`src/rtl/lane_pipe_array.sv`:
```
// Multi-lane elastic register pipeline: NUM_LANES independent valid/ready lanes,
// each DEPTH stages deep with bubble collapsing and a per-lane occupancy count.

module lane_pipe_lane #(
   parameter int WIDTH = 8,
   parameter int DEPTH = 2,
   parameter int CW    = 2
) (
   input  logic             clk,
   input  logic             rst,
   input  logic             flush,
   input  logic             in_valid,
   output logic             in_ready,
   input  logic [WIDTH-1:0] in_data,
   output logic             out_valid,
   input  logic             out_ready,
   output logic [WIDTH-1:0] out_data,
   output logic [CW-1:0]    occupancy
);
   logic [DEPTH-1:0]            v;
   logic [DEPTH-1:0]            adv;
   logic [DEPTH-1:0][WIDTH-1:0] d;
   logic [CW-1:0]               occ;
   logic                        in_fire;
   logic                        out_fire;

   // A stage may advance if it or any stage after it is empty, or the sink takes a word.
   always_comb begin
      logic acc;
      acc = out_ready;
      adv = '0;
      for (int s = DEPTH-1; s >= 0; s--) begin
         acc    = acc | ~v[s];
         adv[s] = acc;
      end
   end

   assign in_ready  = adv[0] & ~flush;
   assign out_valid = v[DEPTH-1] & ~flush;
   assign out_data  = d[DEPTH-1];
   assign occupancy = occ;
   assign in_fire   = in_valid & in_ready;
   assign out_fire  = out_valid & out_ready;

   always_ff @(posedge clk or posedge rst) begin
      if (rst) begin
         v   <= '0;
         d   <= '0;
         occ <= '0;
      end else if (flush) begin
         v   <= '0;
         occ <= '0;
      end else begin
         if (adv[0]) begin
            v[0] <= in_valid;
            if (in_valid) d[0] <= in_data;
         end
         for (int s = 1; s < DEPTH; s++) begin
            if (adv[s]) begin
               v[s] <= v[s-1];
               if (v[s-1]) d[s] <= d[s-1];
            end
         end
         if (in_fire && !out_fire)
            occ <= occ + CW'(1);
         else if (!in_fire && out_fire)
            occ <= occ - CW'(1);
      end
   end
endmodule

module lane_pipe_array #(
   parameter int NUM_LANES = 4,
   parameter int WIDTH     = 8,
   parameter int DEPTH     = 2,
   localparam int CW       = $clog2(DEPTH+1)
) (
   input  logic                      clk,
   input  logic                      rst,
   input  logic                      flush,
   input  logic [NUM_LANES-1:0]       in_valid,
   output logic [NUM_LANES-1:0]       in_ready,
   input  logic [NUM_LANES*WIDTH-1:0] in_data,
   output logic [NUM_LANES-1:0]       out_valid,
   input  logic [NUM_LANES-1:0]       out_ready,
   output logic [NUM_LANES*WIDTH-1:0] out_data,
   output logic [NUM_LANES*CW-1:0]    occupancy
);
   genvar i;
   generate
      for (i = 0; i < NUM_LANES; i++) begin : g_lane
         lane_pipe_lane #(
            .WIDTH (WIDTH),
            .DEPTH (DEPTH),
            .CW    (CW)
         ) u_lane (
            .clk       (clk),
            .rst       (rst),
            .flush     (flush),
            .in_valid  (in_valid[i]),
            .in_ready  (in_ready[i]),
            .in_data   (in_data[i*WIDTH +: WIDTH]),
            .out_valid (out_valid[i]),
            .out_ready (out_ready[i]),
            .out_data  (out_data[i*WIDTH +: WIDTH]),
            .occupancy (occupancy[i*CW +: CW])
         );
      end
   endgenerate
endmodule

```
`config.mk`:
```
export PLATFORM = sky130hd
export DESIGN_NAME = lane_pipe_array
export DESIGN_NICKNAME = d
export VERILOG_FILES = /design/src/rtl/lane_pipe_array.sv
export SDC_FILE = /design/constraint.sdc
export NUM_CORES = 1
export LEC_CHECK = 0
export CAP_MARGIN = 20
export CORE_MARGIN = 2
export CORE_UTILIZATION = 49
export CTS_CLUSTER_DIAMETER = 50
export CTS_CLUSTER_SIZE = 20
export DETAILED_ROUTE_END_ITERATION = 16
export GPL_TIMING_DRIVEN = 0
export HOLD_SLACK_MARGIN = 0.05
export PLACE_DENSITY_LB_ADDON = 0.25
export SKIP_LAST_GASP = 1
export SLEW_MARGIN = 20
export SYNTH_ARGS = -nofsm -noshare
export SYNTH_HDL_FRONTEND = slang
export SYNTH_SLANG_ARGS = --single-unit
```
`constraint.sdc`:
```
create_clock -name clk -period 2.8 [get_ports clk]
set_input_delay 0.56 -clock clk [delete_from_list [all_inputs] [get_ports clk]]
set_output_delay 0.56 -clock clk [all_outputs]
set_load 0.01 [all_outputs]
```
==> results.md <==
* Outcome: finished, final reports clean
* Register Area at 2000 um^2
* Sinks on Clock Net at 80
* First-pass GRT wire length at 11.4 mm
* Die area at 8230 um^2
* Post-cts resize count at 0
* CP top delay family: buffers and inverters
* #FFs+latches synth at 80
* Crit path largest cell delay at 460 ps
* Cells after DPL at 467
* Max clock buf depth at 2
* Post-detail-place hpwl at 4.67 mm
* Filler cell count at 556
* RSZ-0062 raised after global routing: false
* Clk_lat worst skew at 340 ps
* Pint at 0.00254 W
* Area share of the largest cell type after synthesis at 54.3%
* R2R Setup Slk at 1300 ps
* Die height at 90.7 um
* Starting Density at 50.8%
* Vias per inst at 4.88
* Net Count, Synth at 321
* # H-tree levels at 3
* DRC Markers at 0
* Peak supply drop at 0.000337 V
* Buf/Inv on CP at 3
* GR Util met2 at 29.0%
* Setup TNS at 0 ps
* Least-Margin Pin Slew at 556 ps
* ANT nets after route at 0
* Worst Path Required at 2240 ps
* # IOs at 91
* Clk root buf: clkbuf_8
* EDFF count, synth at 0
* Fin util at 68.0%
* Tightest Hold Check Type: flop to flop
* Crit end category: primary output
* Dominant synthesized flop cell: dfrtp_1
* Largest area contributor in the netlist: dfrtp_1
* TritonCTS clock tree: yes
* Gate power share at 30.9%
* Post-Route WL at 6.58 mm
* Multi-input gate area at 1320 um^2
* Synth Cell Area at 3680 um^2
* Mapped Cells at 278
* GPL Wtd Cong at 0.705
* Hold buffers post-CTS at 0
* HP Start: g_lane[0].u_lane.d[1]$_DFFE_PP0P_
* Drt pass-1 iters at 4
* Reg2Reg Capture Point: g_lane[0].u_lane.out_data[6]$_DFFE_PP0P_
* Row cnt at 31
* Worst-path fanout max at 4
* Sw power at 0.000852 W
* Final count of hold timing violations at 0
* Hold Crit Endpoint: g_lane[0].u_lane.out_data[1]$_DFFE_PP0P_
* GR Layer Usage met3 at 4.09%
* Post-CTS setup buffers at 0
* Port buffer count at 89
* Layout cell share with drive strength beyond 1 at 34.9%
* Antenna violations before repair at 0
* DR WL/cell at 13.6 um
* Critical Path Slowest Stage Cell: clkdlybuf4s50_1
* Setup-failing EPs final at 0
* Die outline width at 90.7 um
* GRT Util Overall at 17.4%
* Yosys cell types at 41
* Gr busiest metal: met2
* R2r worst-path depth at 3
* Largest cells by area after synthesis: dfrtp_1, mux2_2, buf_4
* GR Overflow Total at 0
* Sw Share at 25.1%
* Clock power share at 24.5%
* Global Route met1 Usage at 21.7%
* Iteration-0 DRC Markers at 34
* Hold Crit Depth at 1
* CP Cell Sequence: clkdlybuf4s50_1, nand2b_2, nor2_1, nor2_1, buf_4, clkdlybuf4s50_1
* Setup CP Type: input port to primary output
* Setup Skew at 8.33 ps
* Vias in the first global route at 2470
* Max-slew violations at 0
* MaxCap Viol Count at 0
* P&R area growth vs syn at 33.8%
* TritonCTS Buffers at 9
* Slew headroom at 62.9%
* Inserted Diodes at 0
* Asr flop ratio synth at 100%
* Pleak at 2.16 nW
* Via count at 2358
* Largest net degree at the start of global routing at 45
* Tmin final at 2720 ps
* Final period util at 97.0%
* Critical Path AT at 2160 ps
* Final nets at 422
* Layout Cells excl Fill at 483
* FF-to-FF Start: g_lane[0].u_lane.v[1]$_DFFE_PP0P_
* Register area share after synthesis at 54.3%
* PwrDens at 689 nW/um^2
* Core area at 7250 um^2
* Synth Warn # at 0
* Part of the power in registers at 44.6%
* Clk slew on worst S/H paths at 80 ps
* Avg Inst Size Synth at 13.3 um^2
* Startpoint Class: input port
* Achievable Freq at 368 MHz
synth_stat cells (2+ instances only):
master    number
buf_6          2
nand2b_1       2
nor2b_1        4
xnor2_1        4
nor4bb_1       3
buf_4         41
a21oi_1        8
nor2_1        21
o21ai_0        3
dfrtp_1       80
xor2_1         5
mux2_4         8
nand3_2        4
nand2_1        6
inv_1          5
mux2_2        56
clkbuf_1       2
routing by layer:
metal | up-vias | wire length (um)
met1 | 1175 | 2840
li1 | 1114 | -
met2 | 60 | 3210
met4 | 0 | 110
met3 | 9 | 412
met5 | - | 0
how the worst max path moves through the flow:
stage	end	from	cells after the start	slack [ps]
floorplan	g_lane[0].u_lane.d[0]$_DFFE_PP0P_	rst	1	190
global placement	g_lane[0].u_lane.d[2]$_DFFE_PP0P_	rst	2	-1110
detailed placement	in_ready[1]	out_ready[1]	6	80
CTS	in_ready[1]	out_ready[1]	6	60
global route	in_ready[2]	out_ready[2]	5	40
finish	in_ready[1]	out_ready[1]	6	80
layout by cell type, fill, tap and decap left out, types with 2 or more instances in the layout:
master / netlist / routed
a21oi_1: 8 / 8
buf_4: 41 / 41
buf_6: 2 / 2
clkbuf_1: 2 / 4
clkbuf_8: 0 / 10
clkdlybuf4s50_1: 0 / 89
clkinv_4: 1 / 2
clkinvlp_4: 0 / 2
dfrtp_1: 80 / 80
inv_1: 5 / 4
mux2_2: 56 / 56
mux2_4: 8 / 8
nand2_1: 6 / 6
nand3_2: 4 / 4
nor2_1: 21 / 21
nor2b_1: 4 / 4
nor4bb_1: 3 / 3
o21ai_0: 3 / 3
xnor2_1: 4 / 4
xor2_1: 5 / 5
layout make-up:
cell class,instances,share of cell area [%]
Buffer,45,6.85
Clock buffer,12,2.94
Clock inverter,4,1.09
Inverter,6,0.609
Multi-Input combinational cell,147,26.8
Sequential cell,80,40.6
Tap cell,99,2.51
Timing Repair Buffer,90,18.6
power by group through the flow:
stage | logic, W | clock network, W | registers, W
floorplan | 0.000613 | 0 | 0.00151
global placement | 0.00103 | 0 | 0.00153
detailed placement | 0.00106 | 0 | 0.00154
CTS | 0.00107 | 0.000862 | 0.00152
global route | 0.00113 | 0.000911 | 0.00155
finish | 0.00105 | 0.000833 | 0.00152
flip-flops by register name, indices dropped and copies added, names as in the netlist:
name	count
g_lane.u_lane.d	32
g_lane.u_lane.occupancy	8
g_lane.u_lane.v	8
g_lane.u_lane.out_data	32
stage by stage:
stage / cell area [um^2] / setup slack, ps / total power [W] / hold WS (ps)
6_report: 4930 / 84.0 / 0.00340 / 499
5_1_grt: 4930 / 38.5 / 0.00359 / 523
4_1_cts: 4930 / 64.8 / 0.00345 / 505
3_5_place_dp: 4730 / 75.7 / 0.00260 / 490
3_3_place_gp: 4700 / -1110 / 0.00256 / 479
2_1_floorplan: 3680 / 188 / 0.00212 / 474
logic make-up (layout without fill, tap and decap cells):
group | after synthesis | in the layout | share of synthesized area, %
xor+xnor | 9 | 9 | 2.14
flops | 80 | 80 | 54.3
compound gates | 22 | 22 | 4.25
mux | 65 | 65 | 20.7
buf+inv | 51 | 157 | 9.92
simple gates | 51 | 51 | 8.70
No activity file was read; power rests on OpenSTA's default activity.
